===== config.mk =====
export PLATFORM = sky130hd
export DESIGN_NAME = hazard_ctrl_unit
export DESIGN_NICKNAME = d
export VERILOG_FILES = /design/src/rtl/hazard_ctrl_unit.sv
export SDC_FILE = /design/constraint.sdc
export NUM_CORES = 1
export LEC_CHECK = 0
export ABC_AREA = 1
export CAP_MARGIN = 20
export CORE_MARGIN = 5
export CORE_UTILIZATION = 45
export DETAILED_ROUTE_END_ITERATION = 10
export PLACE_DENSITY_LB_ADDON = 0.3
export SLEW_MARGIN = 20
export SYNTH_ARGS = -nofsm -noshare
export SYNTH_HDL_FRONTEND = slang
export SYNTH_SLANG_ARGS = --single-unit

===== constraint.sdc =====
create_clock -name clk -period 3.6 [get_ports clk]
set_input_delay 0.72 -clock clk [delete_from_list [all_inputs] [get_ports clk]]
set_output_delay 0.72 -clock clk [all_outputs]
set_load 0.05 [all_outputs]

===== src/rtl/hazard_ctrl_unit.sv =====
// Hazard/forwarding controller: scoreboard of in-flight destinations, load-use stalls, flushes, fwd selects.
// Define HZD_FORWARD_EN to enable operand forwarding; otherwise every RAW dependency stalls.
module hazard_ctrl_unit #(
    parameter int REG_AW   = 5,
    parameter int LOAD_LAT = 1,
    parameter int CNT_W    = 16,
    localparam int DEPTH   = LOAD_LAT + 2,
    localparam int FW      = $clog2(LOAD_LAT + 2)
) (
    input  logic              clk,
    input  logic              rst_n,
    input  logic              id_valid,
    input  logic [REG_AW-1:0] id_rs,
    input  logic [REG_AW-1:0] id_rt,
    input  logic              id_use_rs,
    input  logic              id_use_rt,
    input  logic [REG_AW-1:0] id_wreg,
    input  logic              id_regwrite,
    input  logic              id_memread,
    input  logic              id_jump,
    input  logic              ex_br_taken,
    output logic              stall_pc,
    output logic              stall_ifid,
    output logic              flush_ifid,
    output logic              flush_idex,
    output logic [FW-1:0]     fwd_a,
    output logic [FW-1:0]     fwd_b,
    output logic [CNT_W-1:0]  stall_cnt
);

    // The WB position is never compared (write-through register file), so only
    // positions 0..DEPTH-2 are stored. valid already folds in regwrite.
    localparam int NPOS = DEPTH - 1;

    logic [NPOS-1:0]   sb_valid;
    logic [NPOS-1:0]   sb_mem;
    logic [REG_AW-1:0] sb_wreg [NPOS];

    logic [NPOS-1:0] match_a;
    logic [NPOS-1:0] match_b;
    logic [NPOS-1:0] load_pos;
    logic            load_hz;
    logic            any_hz;
    logic            stall;
    logic            enter_valid;

    always_comb begin
        match_a  = '0;
        match_b  = '0;
        load_pos = '0;
        for (int p = 0; p < NPOS; p++) begin
            match_a[p]  = sb_valid[p] && (sb_wreg[p] == id_rs) && (id_rs != '0)
                          && id_use_rs && id_valid;
            match_b[p]  = sb_valid[p] && (sb_wreg[p] == id_rt) && (id_rt != '0)
                          && id_use_rt && id_valid;
            load_pos[p] = sb_mem[p] && (p < LOAD_LAT);
        end
    end

    assign load_hz = |((match_a | match_b) & load_pos);
    assign any_hz  = |(match_a | match_b);

`ifdef HZD_FORWARD_EN
    assign stall = load_hz & ~ex_br_taken;
`else
    // Load hazards are a subset of all matches; without forwarding any match stalls.
    assign stall = (any_hz | load_hz) & ~ex_br_taken;
`endif

    assign stall_pc    = stall;
    assign stall_ifid  = stall;
    assign flush_idex  = stall | ex_br_taken;
    assign flush_ifid  = ex_br_taken | (id_jump & id_valid);
    assign enter_valid = id_valid & id_regwrite & ~flush_idex;

    always_ff @(posedge clk or negedge rst_n) begin
        if (!rst_n) begin
            sb_valid <= '0;
            sb_mem   <= '0;
            for (int p = 0; p < NPOS; p++) sb_wreg[p] <= '0;
        end else begin
            sb_valid[0] <= enter_valid;
            sb_mem[0]   <= id_memread;
            sb_wreg[0]  <= id_wreg;
            for (int p = 1; p < NPOS; p++) begin
                sb_valid[p] <= sb_valid[p-1];
                sb_mem[p]   <= sb_mem[p-1];
                sb_wreg[p]  <= sb_wreg[p-1];
            end
        end
    end

`ifdef HZD_FORWARD_EN
    logic [FW-1:0] sel_a;
    logic [FW-1:0] sel_b;

    // Scan oldest to youngest so the smallest position wins.
    always_comb begin
        sel_a = '0;
        sel_b = '0;
        for (int p = NPOS - 1; p >= 0; p--) begin
            if (match_a[p]) sel_a = FW'(p + 1);
            if (match_b[p]) sel_b = FW'(p + 1);
        end
    end

    always_ff @(posedge clk or negedge rst_n) begin
        if (!rst_n) begin
            fwd_a <= '0;
            fwd_b <= '0;
        end else if (flush_idex) begin
            fwd_a <= '0;
            fwd_b <= '0;
        end else begin
            fwd_a <= sel_a;
            fwd_b <= sel_b;
        end
    end
`else
    assign fwd_a = '0;
    assign fwd_b = '0;
`endif

    always_ff @(posedge clk or negedge rst_n) begin
        if (!rst_n) begin
            stall_cnt <= '0;
        end else if (stall && (stall_cnt != '1)) begin
            stall_cnt <= stall_cnt + 1'b1;
        end
    end

endmodule


# == Word level (Yosys, flattened, before mapping) ==
# Index checks and enable logic that the tools add are counted.
# word_totals
ff_bits,29
in_bits,24
output_inout_bits,24
elab_cells,43
# op_classes
add_sub_neg,1
eq_ne,5
bitwise_logic,11
n_reduce_logical,21
# op_table
operator,n
== test 5 bit,4
logical AND 1 bit,17
"adder 16 x 1 -> 16 bit, second input constant",1
"inequality test 16 bit, second input constant",1
nonzero test 5 bit,2
bitwise AND 1 bit,4
OR reduction 2 bit,2
bitwise OR 1 bit,3
bitwise AND 2 x 1 -> 2 bit,1
NOT 1 bit,2
bitwise OR 2 bit,1

# == Logic depth before layout (Yosys ltp) ==
# depth
depth_word,13
depth_mapped,15
mapped_depth_nobuf,14

# == Worst setup path before layout ==
# OpenSTA, ideal clock, no wires.
# synth_path
path_type,in2out
startpoint,in id_rs[1]
endpoint,out stall_pc
t_arrival_ns,1.946
path_slack_ns,0.934
stages,12
path_buffers,1
cell_sequence,inv_1 > nand2_1 > nand2_1 > nand2_1 > nor2_1 > nand2_1 > nand2_1 > nand2_2 > nand2_4 > nand3_4 > inv_1 > buf_4
# synth_between
elab_chain_cells,10
# synth_lines
item,line,source
start: declaration,13,"input logic [REG_AW-1:0] id_rs,"
== test 5 bit,52,match_a[p] = sb_valid[p] && (sb_wreg[p] == id_rs) && (id_rs != '0)
logical AND 1 bit (2 in series),52,
logical AND 1 bit (2 in series),53,&& id_use_rs && id_valid;
bitwise OR 2 bit *,"60, 61",
bitwise AND 2 x 1 -> 2 bit,60,assign load_hz = |((match_a | match_b) & load_pos);
OR reduction 2 bit,60,
bitwise OR 1 bit *,67,assign stall = (any_hz | load_hz) & ~ex_br_taken;
bitwise AND 1 bit *,67,
end: declaration,22,"output logic stall_pc,"
# Mark *: on every way between the ends. The rest lies on a longest branch, timed or not.

# == Worst setup path in the final report ==
# layout_path
startpoint,in id_rt[2]
endpoint,out stall_ifid
# layout_between
elab_chain_cells,10
# layout_lines
item,line,source
start: declaration,14,"input logic [REG_AW-1:0] id_rt,"
== test 5 bit,54,match_b[p] = sb_valid[p] && (sb_wreg[p] == id_rt) && (id_rt != '0)
logical AND 1 bit (2 in series),54,
logical AND 1 bit (2 in series),55,&& id_use_rt && id_valid;
bitwise OR 2 bit *,"60, 61",
bitwise AND 2 x 1 -> 2 bit,60,
OR reduction 2 bit,60,
bitwise OR 1 bit *,67,
bitwise AND 1 bit *,67,
end: declaration,23,"output logic stall_ifid,"
# Marked as above.

==> results.cfg <==
[route]
dr.pass1.iters = 4
route.detailed.wl_per_inst_um = 11.6
num_vias = 1669
drcViolationCount = 0
detail_route.vias_per_cell = 4.71
route.antenna.remaining_nets = 0
drt-total-wl_mm = 4.12
detail_route.iter0.violations = 45

[clocking]
cts.repair.resized = 0
clk_pin_slew_worst_paths_ns = 0.09
cts_tree = built
clockRootBuffer = clkbuf_8
num_clock_sinks = 28
clock_tree.htree_level_count = 1
cts_setup_buffers = 0
cts_hold_buffers = 0
cts_buffers = 3
insertion_delay_ns = 0.27
clock_path_buffers = 2

[setup_path]
critical_path.endpoint_type = output port
crit_fanout = 3
critPathKind = in -> out
cp.required_ns = 2.88
crit_arrival_ns = 2.35
timing.critical_path.from_type = primary input

[final_layout]
synthToLayoutAreaGrowth_pct = 27.7
antenna-diode-count = 0
layoutNonFillerInstCount = 354
area_taken_by_multi_input_logic_gates_sq_um = 971
fin_nets = 330
postLayoutCoreUtil = 0.593
layout_common_cells = nand2_1 (102), clkdlybuf4s50_1 (39), inv_1 (32)
layout.cells.most_common = nand2_1
ff_latch_area_sq_um = 701
n_fill_cell = 384
layout-drive-gt1-share = 0.145

[timing]
timing.setup.tns_ns = 0
clock.fmax_ghz = 0.325
worst_slew_margin_rel = 0.642
timing.final.crit_share = 0.853
timing.final.crit_period_ns = 3.07
setup_violations = 0
worst_clock_skew_ns = 0.00200
rsz0062_at_grt = no
timing_worst_slew_pin_value_ns = 0.535
timing_max_transition_violations_final = 0
timing.final.hold_violations = 0
hold_slack_ns = 0.407

[synthesis]
synth_largest_area_cell = dfrtp_1
ys_seq_elements = 28
post-synth-top-area-fraction = 0.374
synthFlopType = dfrtp_1
syn_area_sq_mm = 0.00187
synth_sequential_area_ratio = 0.374
avgSynthCellArea_sq_um = 7.17
yosys_warnings = 0
synth-async-reset-ratio = 1.00
post_synth_inst_count = 261
synth_top_cells_by_area = dfrtp_1 (37%), nand2_1 (20%), nand2_2 (7.4%)
synth_enable_flop_cells = 0
yosysUniqueCellTypes = 26

[die]
die_y_um = 74.5
ioPinCount = 48
core_area_sq_mm = 0.00403
start_util = 0.465
num_rows = 23
die-area_sq_mm = 0.00555
chipWidth_um = 74.5

[pwr]
static-leakage-power_nw = 1.21
pwr_density_cell_mw_per_mm2 = 265
vdd.ir_drop.worst_mv = 0.130
total_power_w = 0.000634

[global_route]
via_count_of_the_first_global_routing_pass = 1667
globalRouteTotalUtil = 0.159
grt_remaining_overflow = 0
grt_start_max_net_pins = 29
grt_first_pass_wirelength_mm = 6.91
antenna_found_initial = 0

[placed_design]
detailed_place_hpwl_mm = 3.26
io_buffers = 42
dp_cells = 350
place_congestion = 0.887

[run]
cap_violations = 0

[run_status]
status = finished, final reports clean

[min_path]
worstHoldPathType = reg -> reg
[logic make-up (layout without fill, tap and decap cells)]
logic type / after synthesis / after routing / synth area share
AO/OA/AOI/OAI: 4 / 4 / 0.0127
adder cells (fa/ha/maj): 1 / 1 / 0.00668
AND/OR/NAND/NOR: 166 / 166 / 0.416
XOR/XNOR: 16 / 16 / 0.0749
flip-flops: 28 / 28 / 0.374
other: 1 / 4 / 0.00200
buffers and inverters: 45 / 85 / 0.113
[cell type report]
cell class	count	area share
inverters	38	0.0597
repair buffers	43	0.192
flip-flops and latches	28	0.293
clock buffers	4	0.0230
multi-input cells	191	0.406
well taps	50	0.0262
[through the flow]
| stage | cell area, sq um | worst slack, ns |
|---|---|---|
| 2_1_floorplan | 1880 | 0.934 |
| 3_3_place_gp | 2330 | 0.549 |
| 3_5_place_dp | 2330 | 0.539 |
| 4_1_cts | 2390 | 0.524 |
| 5_1_grt | 2390 | 0.376 |
| 6_report | 2390 | 0.528 |
[final timing paths]
kind	startpoint	to	slack, ns	cells after the start
max	id_rt[2]	stall_ifid	0.53	12
min	sb_valid[0]$_DFF_PN0_	sb_valid[1]$_DFF_PN0_	0.41	0
max reg2reg	stall_cnt[0]$_DFFE_PN0P_	stall_cnt[9]$_DFFE_PN0P_	1.67	10
min reg2reg	sb_valid[0]$_DFF_PN0_	sb_valid[1]$_DFF_PN0_	0.41	0
max in group asynchronous	rst_n	sb_wreg[9]$_DFF_PN0_	2.53	2
min in group asynchronous	rst_n	stall_cnt[10]$_DFFE_PN0P_	0.81	2
[synth_stat cells, types with 2 or more instances]
cell type / count
inv_2: 5
nor2_4: 2
nor3_1: 3
inv_1: 32
nor4_1: 2
nand2_2: 22
xnor2_1: 6
nor2_1: 16
a21oi_1: 3
nand3_2: 2
xor2_1: 10
dfrtp_1: 28
nand2_1: 102
nand4_1: 3
nand3_1: 10
buf_4: 5
[critical path: stages]
cell and delay (ns):
clkdlybuf4s50_1 0.55, inv_2 0.06, a21oi_1 0.12, nand2_1 0.08, nor2_1 0.13, nand2_1 0.07, nand2_1 0.07, nand2_2 0.06
nand2_4 0.09, nand3_4 0.08, inv_1 0.17, buf_12 0.16
[registers in the layout, summed over array words and instances (netlist names)]
register / cells
stall_cnt: 16
sb_wreg: 10
sb_valid: 2
[metal layers]
metal,part of all wire,track usage
met5,0,0
met4,0.011,0.0455
met3,0.043,0.0243
met2,0.52,0.297
met1,0.42,0.188
[report_power, final]
part | switching (W) | leakage, nW | internal, W
combinational | 0.0000633 | 0.814 | 0.0000454
clock | 0.0000958 | 0.0288 | 0.0000979
sequential | 0.00000946 | 0.367 | 0.000322
total | 0.000169 | 1.21 | 0.000466
Note: power is estimated with default switching activity, not from simulation.
